===== config.mk =====
export PLATFORM = sky130hd
export DESIGN_NAME = i2c_target_responder
export DESIGN_NICKNAME = d
export VERILOG_FILES = /design/src/rtl/i2c_target_responder_pkg.sv /design/src/rtl/i2c_line_sync.sv /design/src/rtl/i2c_target_responder.sv
export SDC_FILE = /design/constraint.sdc
export NUM_CORES = 1
export LEC_CHECK = 0
export CORE_MARGIN = 1
export CORE_UTILIZATION = 40
export CTS_CLUSTER_DIAMETER = 60
export DETAILED_ROUTE_END_ITERATION = 7
export GPL_TIMING_DRIVEN = 1
export MAX_ROUTING_LAYER = met4
export PLACE_DENSITY_LB_ADDON = 0.1
export SYNTH_ARGS = -nofsm -noshare
export SYNTH_HDL_FRONTEND = slang
export SYNTH_HIERARCHICAL = 1
export SYNTH_SLANG_ARGS = --single-unit

===== constraint.sdc =====
create_clock -name clk -period 2.9 [get_ports clk]
set_clock_uncertainty 0.15 [all_clocks]
set_input_delay 0.58 -clock clk [delete_from_list [all_inputs] [get_ports clk]]
set_output_delay 0.58 -clock clk [all_outputs]
set_load 0.05 [all_outputs]

===== src/rtl/i2c_target_responder_pkg.sv =====
// Shared definitions for the I2C target responder: FSM state encoding and
// bit positions inside status_signals.
package i2c_target_responder_pkg;

    typedef enum logic [2:0] {
        ST_IDLE,
        ST_ADDR,
        ST_ADDR_ACK,
        ST_WR_BYTE,
        ST_WR_ACK,
        ST_RD_BYTE,
        ST_RD_ACK,
        ST_IGNORE
    } state_t;

    localparam int STAT_BUSY  = 0;
    localparam int STAT_RW    = 1;
    localparam int STAT_MATCH = 2;

endpackage


===== src/rtl/i2c_line_sync.sv =====
// Two-flop synchroniser for one raw bus line, with an optional 3-sample
// majority filter enabled by the I2C_GLITCH_FILTER_EN macro.
module i2c_line_sync (
    input  logic clk,
    input  logic rst_n,
    input  logic line_i,
    output logic line_o
);

    // Reset to 1 so a freshly reset target sees an idle (released) bus.
    logic [1:0] sync_q;

    always_ff @(posedge clk or negedge rst_n) begin
        if (!rst_n) begin
            sync_q <= 2'b11;
        end else begin
            sync_q <= {sync_q[0], line_i};
        end
    end

`ifdef I2C_GLITCH_FILTER_EN
    logic [2:0] hist_q;

    always_ff @(posedge clk or negedge rst_n) begin
        if (!rst_n) begin
            hist_q <= 3'b111;
        end else begin
            hist_q <= {hist_q[1:0], sync_q[1]};
        end
    end

    // A level change must persist for two samples before it is passed on.
    assign line_o = (hist_q[0] & hist_q[1]) |
                    (hist_q[0] & hist_q[2]) |
                    (hist_q[1] & hist_q[2]);
`else
    assign line_o = sync_q[1];
`endif

endmodule


===== src/rtl/i2c_target_responder.sv =====
// I2C target answering at TARGET_ADDR: accepts write bytes on rx_data and
// returns tx_data on reads. Optional input glitch filter: I2C_GLITCH_FILTER_EN.
module i2c_target_responder
    import i2c_target_responder_pkg::*;
#(
    parameter logic [6:0] TARGET_ADDR = 7'h42
) (
    input  logic       clk,
    input  logic       rst_n,
    input  logic       scl_i,
    input  logic       sda_i,
    output logic       sda_oe,
    input  logic [7:0] tx_data,
    output logic       tx_load,
    output logic [7:0] rx_data,
    output logic       rx_valid,
    output logic [7:0] status_signals
);

    logic scl, sda;
    logic scl_q, sda_q;

    i2c_line_sync u_scl_sync (.clk(clk), .rst_n(rst_n), .line_i(scl_i), .line_o(scl));
    i2c_line_sync u_sda_sync (.clk(clk), .rst_n(rst_n), .line_i(sda_i), .line_o(sda));

    always_ff @(posedge clk or negedge rst_n) begin
        if (!rst_n) begin
            scl_q <= 1'b1;
            sda_q <= 1'b1;
        end else begin
            scl_q <= scl;
            sda_q <= sda;
        end
    end

    logic scl_rise, scl_fall, start_det, stop_det;
    assign scl_rise  = scl & ~scl_q;
    assign scl_fall  = ~scl & scl_q;
    assign start_det = scl & scl_q & sda_q & ~sda;
    assign stop_det  = scl & scl_q & ~sda_q & sda;

    state_t     state_q, state_d;
    logic [2:0] bit_cnt_q, bit_cnt_d;
    logic [6:0] shift_q, shift_d;
    logic [7:0] tx_shift_q, tx_shift_d;
    logic       rw_q, rw_d;
    logic       match_q, match_d;
    logic       phase_q, phase_d;
    logic       oe_d;
    logic [7:0] rx_data_d;
    logic       rx_valid_d, tx_load_d;

    always_ff @(posedge clk or negedge rst_n) begin
        if (!rst_n) begin
            state_q    <= ST_IDLE;
            bit_cnt_q  <= 3'd0;
            shift_q    <= 7'd0;
            tx_shift_q <= 8'd0;
            rw_q       <= 1'b0;
            match_q    <= 1'b0;
            phase_q    <= 1'b0;
            sda_oe     <= 1'b0;
            rx_data    <= 8'h00;
            rx_valid   <= 1'b0;
            tx_load    <= 1'b0;
        end else begin
            state_q    <= state_d;
            bit_cnt_q  <= bit_cnt_d;
            shift_q    <= shift_d;
            tx_shift_q <= tx_shift_d;
            rw_q       <= rw_d;
            match_q    <= match_d;
            phase_q    <= phase_d;
            sda_oe     <= oe_d;
            rx_data    <= rx_data_d;
            rx_valid   <= rx_valid_d;
            tx_load    <= tx_load_d;
        end
    end

    // phase_q marks the second half of an ACK slot: in ADDR_ACK/WR_ACK it is
    // set once ACK is driven, in RD_ACK once the controller's ACK was sampled.
    always_comb begin
        state_d    = state_q;
        bit_cnt_d  = bit_cnt_q;
        shift_d    = shift_q;
        tx_shift_d = tx_shift_q;
        rw_d       = rw_q;
        match_d    = match_q;
        phase_d    = phase_q;
        oe_d       = sda_oe;
        rx_data_d  = rx_data;
        rx_valid_d = 1'b0;
        tx_load_d  = 1'b0;

        if (stop_det) begin
            state_d   = ST_IDLE;
            oe_d      = 1'b0;
            match_d   = 1'b0;
            rw_d      = 1'b0;
            phase_d   = 1'b0;
            bit_cnt_d = 3'd0;
        end else if (start_det) begin
            state_d   = ST_ADDR;
            oe_d      = 1'b0;
            match_d   = 1'b0;
            rw_d      = 1'b0;
            phase_d   = 1'b0;
            bit_cnt_d = 3'd0;
            shift_d   = 7'd0;
        end else begin
            case (state_q)
                ST_IDLE: ;
                ST_ADDR: begin
                    if (scl_rise) begin
                        shift_d   = {shift_q[5:0], sda};
                        bit_cnt_d = bit_cnt_q + 3'd1;
                        if (bit_cnt_q == 3'd7) begin
                            phase_d = 1'b0;
                            if (shift_q == TARGET_ADDR) begin
                                state_d = ST_ADDR_ACK;
                                match_d = 1'b1;
                                rw_d    = sda;
                            end else begin
                                state_d = ST_IGNORE;
                            end
                        end
                    end
                end
                ST_ADDR_ACK: begin
                    if (scl_fall) begin
                        if (!phase_q) begin
                            oe_d    = 1'b1;
                            phase_d = 1'b1;
                        end else begin
                            phase_d   = 1'b0;
                            bit_cnt_d = 3'd0;
                            if (rw_q) begin
                                state_d    = ST_RD_BYTE;
                                tx_shift_d = tx_data;
                                tx_load_d  = 1'b1;
                                oe_d       = ~tx_data[7];
                            end else begin
                                state_d = ST_WR_BYTE;
                                oe_d    = 1'b0;
                            end
                        end
                    end
                end
                ST_WR_BYTE: begin
                    if (scl_rise) begin
                        shift_d   = {shift_q[5:0], sda};
                        bit_cnt_d = bit_cnt_q + 3'd1;
                        if (bit_cnt_q == 3'd7) begin
                            rx_data_d  = {shift_q, sda};
                            rx_valid_d = 1'b1;
                            state_d    = ST_WR_ACK;
                            phase_d    = 1'b0;
                        end
                    end
                end
                ST_WR_ACK: begin
                    if (scl_fall) begin
                        if (!phase_q) begin
                            oe_d    = 1'b1;
                            phase_d = 1'b1;
                        end else begin
                            oe_d    = 1'b0;
                            phase_d = 1'b0;
                            state_d = ST_WR_BYTE;
                        end
                    end
                end
                ST_RD_BYTE: begin
                    // Bit 7 went out on entry; each fall presents the next bit.
                    if (scl_fall) begin
                        bit_cnt_d = bit_cnt_q + 3'd1;
                        if (bit_cnt_q == 3'd7) begin
                            oe_d    = 1'b0;
                            phase_d = 1'b0;
                            state_d = ST_RD_ACK;
                        end else begin
                            tx_shift_d = {tx_shift_q[6:0], tx_shift_q[7]};
                            oe_d       = ~tx_shift_q[6];
                        end
                    end
                end
                ST_RD_ACK: begin
                    if (scl_rise) begin
                        if (sda) begin
                            state_d = ST_IGNORE;
                        end else begin
                            phase_d = 1'b1;
                        end
                    end else if (scl_fall && phase_q) begin
                        phase_d    = 1'b0;
                        bit_cnt_d  = 3'd0;
                        state_d    = ST_RD_BYTE;
                        tx_shift_d = tx_data;
                        tx_load_d  = 1'b1;
                        oe_d       = ~tx_data[7];
                    end
                end
                ST_IGNORE: begin
                    oe_d = 1'b0;
                end
                default: begin
                    state_d = ST_IDLE;
                    oe_d    = 1'b0;
                end
            endcase
        end
    end

    always_comb begin
        status_signals             = 8'h00;
        status_signals[STAT_BUSY]  = (state_q != ST_IDLE);
        status_signals[STAT_RW]    = rw_q;
        status_signals[STAT_MATCH] = match_q;
    end

endmodule


==> impl_metrics.yaml <==
logic_synthesis:
  yosys.area_share.simple: 0.187
  yosysUniqueCellTypes: 47
  synthCells: 214
  yosys.area_share.adder: 0.0117
  ys_seq_area_frac: 0.483
  synth_seq_cells: 41
  synthMuxAreaShare: 0.116
  synth-xor-area-share: 0.00760
  synth_area_per_cell_um2: 10.0
  yosysWarnings: 6
  synth_top_family_by_area: "simple AND/OR/NAND/NOR gates"
  synth_compound_gate_area_share: 0.127
  synth_area_um2: 2140
worst_setup_path:
  crit_fanout: 4
  end_kind: "output port"
  cp.required_ns: 2.17
  worst_ep_arrival_time_ns: 1.69
  crit_type: "register to output port"
  reg2regPathDepth: 5
  cp-start-kind: "register"
global_routing:
  grt_pass1_vias: 1563
  grt_use_total: 0.184
  grt_pass1_wl_mm: 7.41
  overflow: 0
  antenna_found_initial: 0
  grt_max_degree: 42
cts:
  ctsResizeCount: 0
  clock-sinks: 41
  post-cts-setup-buffers: 0
  ctsHtreeMaxLevel: 2
  cts-buffers-inserted: 5
  clockBufferDepth: 2
  clk_pin_slew_ns: 0.08
  hold_buffers: 0
  cts_root_buf: "clkbuf_8"
  clock_latency_ns: 0.29
  cts_tree: "yes"
min_path:
  worstHoldPathCells: 0
  hold_path_class: "register to register"
pwr:
  powerDensity_nw_per_um2: 826
  vdd_drop_max_mv: 0.409
  p_leak_nw: 1.10
  p_total_w: 0.00209
final_layout:
  stdcell_count: 307
  layout-drive-gt1-share: 0.127
  syn_to_final_growth_pct: 17.9
  nNetsFinal: 250
  antennaDiodeCount: 0
timing:
  clock.fmax_ghz: 0.413
  setup_tns_ns: 0
  rsz0062_at_grt: "false"
  max_slew_margin: 0.410
  fin_crit_sh: 0.835
  holdWs_ns: 0.208
  report.final.slew_viol_count: 0
  finalSetupViolCount: 0
  min_period_ns: 2.42
  finalHoldViolCount: 0
  tightestPinTransition_ns: 0.886
floorplanning:
  fp-row-count: 26
  core_area_um2: 5140
  initial_core_util: 0.417
  die_width_um: 75.2
  die_y_um: 75.2
  ios: 31
  fp.dieArea_um2: 5650
job:
  maxCapViolations: 0
place:
  port_buffers: 25
  dp_cells: 299
  routabilityCongestion: 0.916
  dp_hpwl_mm: 3.00
route:
  firstDrtPassIters: 4
  detail_route.vias_per_cell: 5.26
  first_iter_violations: 136
  drc: 0
  vias: 1614
  antenna_left: 0
  route.final.wire_length_mm: 4.29
  wl_per_cell_um: 14.0
run_status:
  status: "finished, final reports clean"
==> cell usage in the layout, fill, tap and decap left out, types with 3 or more instances in the layout <==
cell / count
buf_4: 6
dfstp_2: 6
inv_1: 4
o21ai_0: 12
a21oi_1: 12
clkdlybuf4s50_1: 24
clkbuf_8: 5
nand2b_1: 5
mux2_1: 8
nand2_1: 33
a31oi_1: 3
mux2_2: 3
conb_1: 5
nor2b_1: 3
nor2_1: 15
mux2i_1: 11
dfrtp_1: 35
nor3_1: 5
==> worst max-delay path, stage by stage, from the launching register on <==
cell             delay (ns)
dfrtp_1                0.39
nor2_1                 0.23
nand2_1                0.08
clkdlybuf4s50_1        0.70
==> path summary, 6_finish.rpt <==
kind | from | end | slack [ns]
setup / recovery | state_q[1] | status_signals[0] | 0.48
hold / removal | u_scl_sync/sync_q[0] | u_scl_sync/sync_q[1] | 0.21
setup reg to reg | u_sda_sync/sync_q[1] | state_q[1] | 0.68
hold reg to reg | u_scl_sync/sync_q[0] | u_scl_sync/sync_q[1] | 0.21
max in group asynchronous | rst_n | shift_q[5] | 1.79
min in group asynchronous | rst_n | rx_data[5] | 0.24
==> stage by stage <==
step,instance area (um2),utilization,setup slack [ns]
after floorplan,2160,-,0.725
after global placement,2410,0.469,0.757
after detailed placement,2410,0.469,0.714
after CTS,2520,0.491,0.468
after global routing,2520,0.491,0.404
final,2520,0.491,0.479
==> report_power, final <==
group / internal [W] / switching (W) / total, W
Sequential: 0.000704 / 0.0000918 / 0.000796
Clock: 0.000258 / 0.000202 / 0.000460
Combinational: 0.000343 / 0.000487 / 0.000830
==> registers in the layout, summed over array words and instances, names as in the netlist, 2 cells and up <==
register,cells
rx_data,8
bit_cnt_q,3
u_scl_sync/sync_q,2
tx_shift_q,8
shift_q,7
u_sda_sync/sync_q,2
state_q,3
==> Yosys cell counts (all sizes together) <==
cell,number,share of area
and3,2,0.0058
a31oi,3,0.0088
nand2b,5,0.015
o31ai,1,0.0035
a21boi,1,0.0035
a211o,1,0.0041
nand4,2,0.0058
nand2,33,0.058
ha,2,0.012
nor3b,2,0.0070
o2111ai,1,0.0041
nor2,15,0.026
a21o,1,0.0035
dfstp,6,0.074
nor4bb,2,0.0094
o22ai,2,0.0058
nand4b,2,0.0082
o211ai,1,0.0035
nor3,5,0.012
mux2,12,0.065
dfrtp,35,0.41
o221ai,1,0.0070
nand3,2,0.0047
nor2b,4,0.015
a21oi,12,0.028
o21a,2,0.0070
or4,1,0.0053
inv,4,0.0070
o311a,1,0.0047
and3b,2,0.0082
buf,17,0.053
o221a,1,0.0053
clkbuf,3,0.0053
a22oi,1,0.0035
xor2,1,0.0076
a221o,1,0.0047
conb,1,0.0018
o21ai,13,0.030
mux2i,11,0.051
nand3b,2,0.0070
==> kinds of logic after synthesis <==
family / Yosys count
adder cells (fa/ha/maj): 2
AO/OA/AOI/OAI: 43
flip-flops: 41
buffers and inverters: 24
other: 1
XOR/XNOR: 1
AND/OR/NAND/NOR: 79
multiplexers: 23
==> per-layer routing <==
metal | wire length [um] | vias up | global-route usage | part of all wire
met3 | 178 | 10 | 0.0469 | 0.041
met1 | 2010 | 781 | 0.245 | 0.47
met5 | 0 | - | - | 0
li1 | - | 778 | - | -
met4 | 104 | 0 | 0.0761 | 0.024
met2 | 2000 | 45 | 0.268 | 0.47
==> final cells by class <==
class / instances / area, um2
sequential: 41 / 1030
tap: 70 / 87.6
timing repair buffer: 31 / 290
fill: 524 / 2620
clock buffer: 5 / 68.8
clock inverter: 3 / 46.3
inverter: 4 / 15.0
multi-input combinational: 153 / 982
Power figures use the tool's default switching activity.
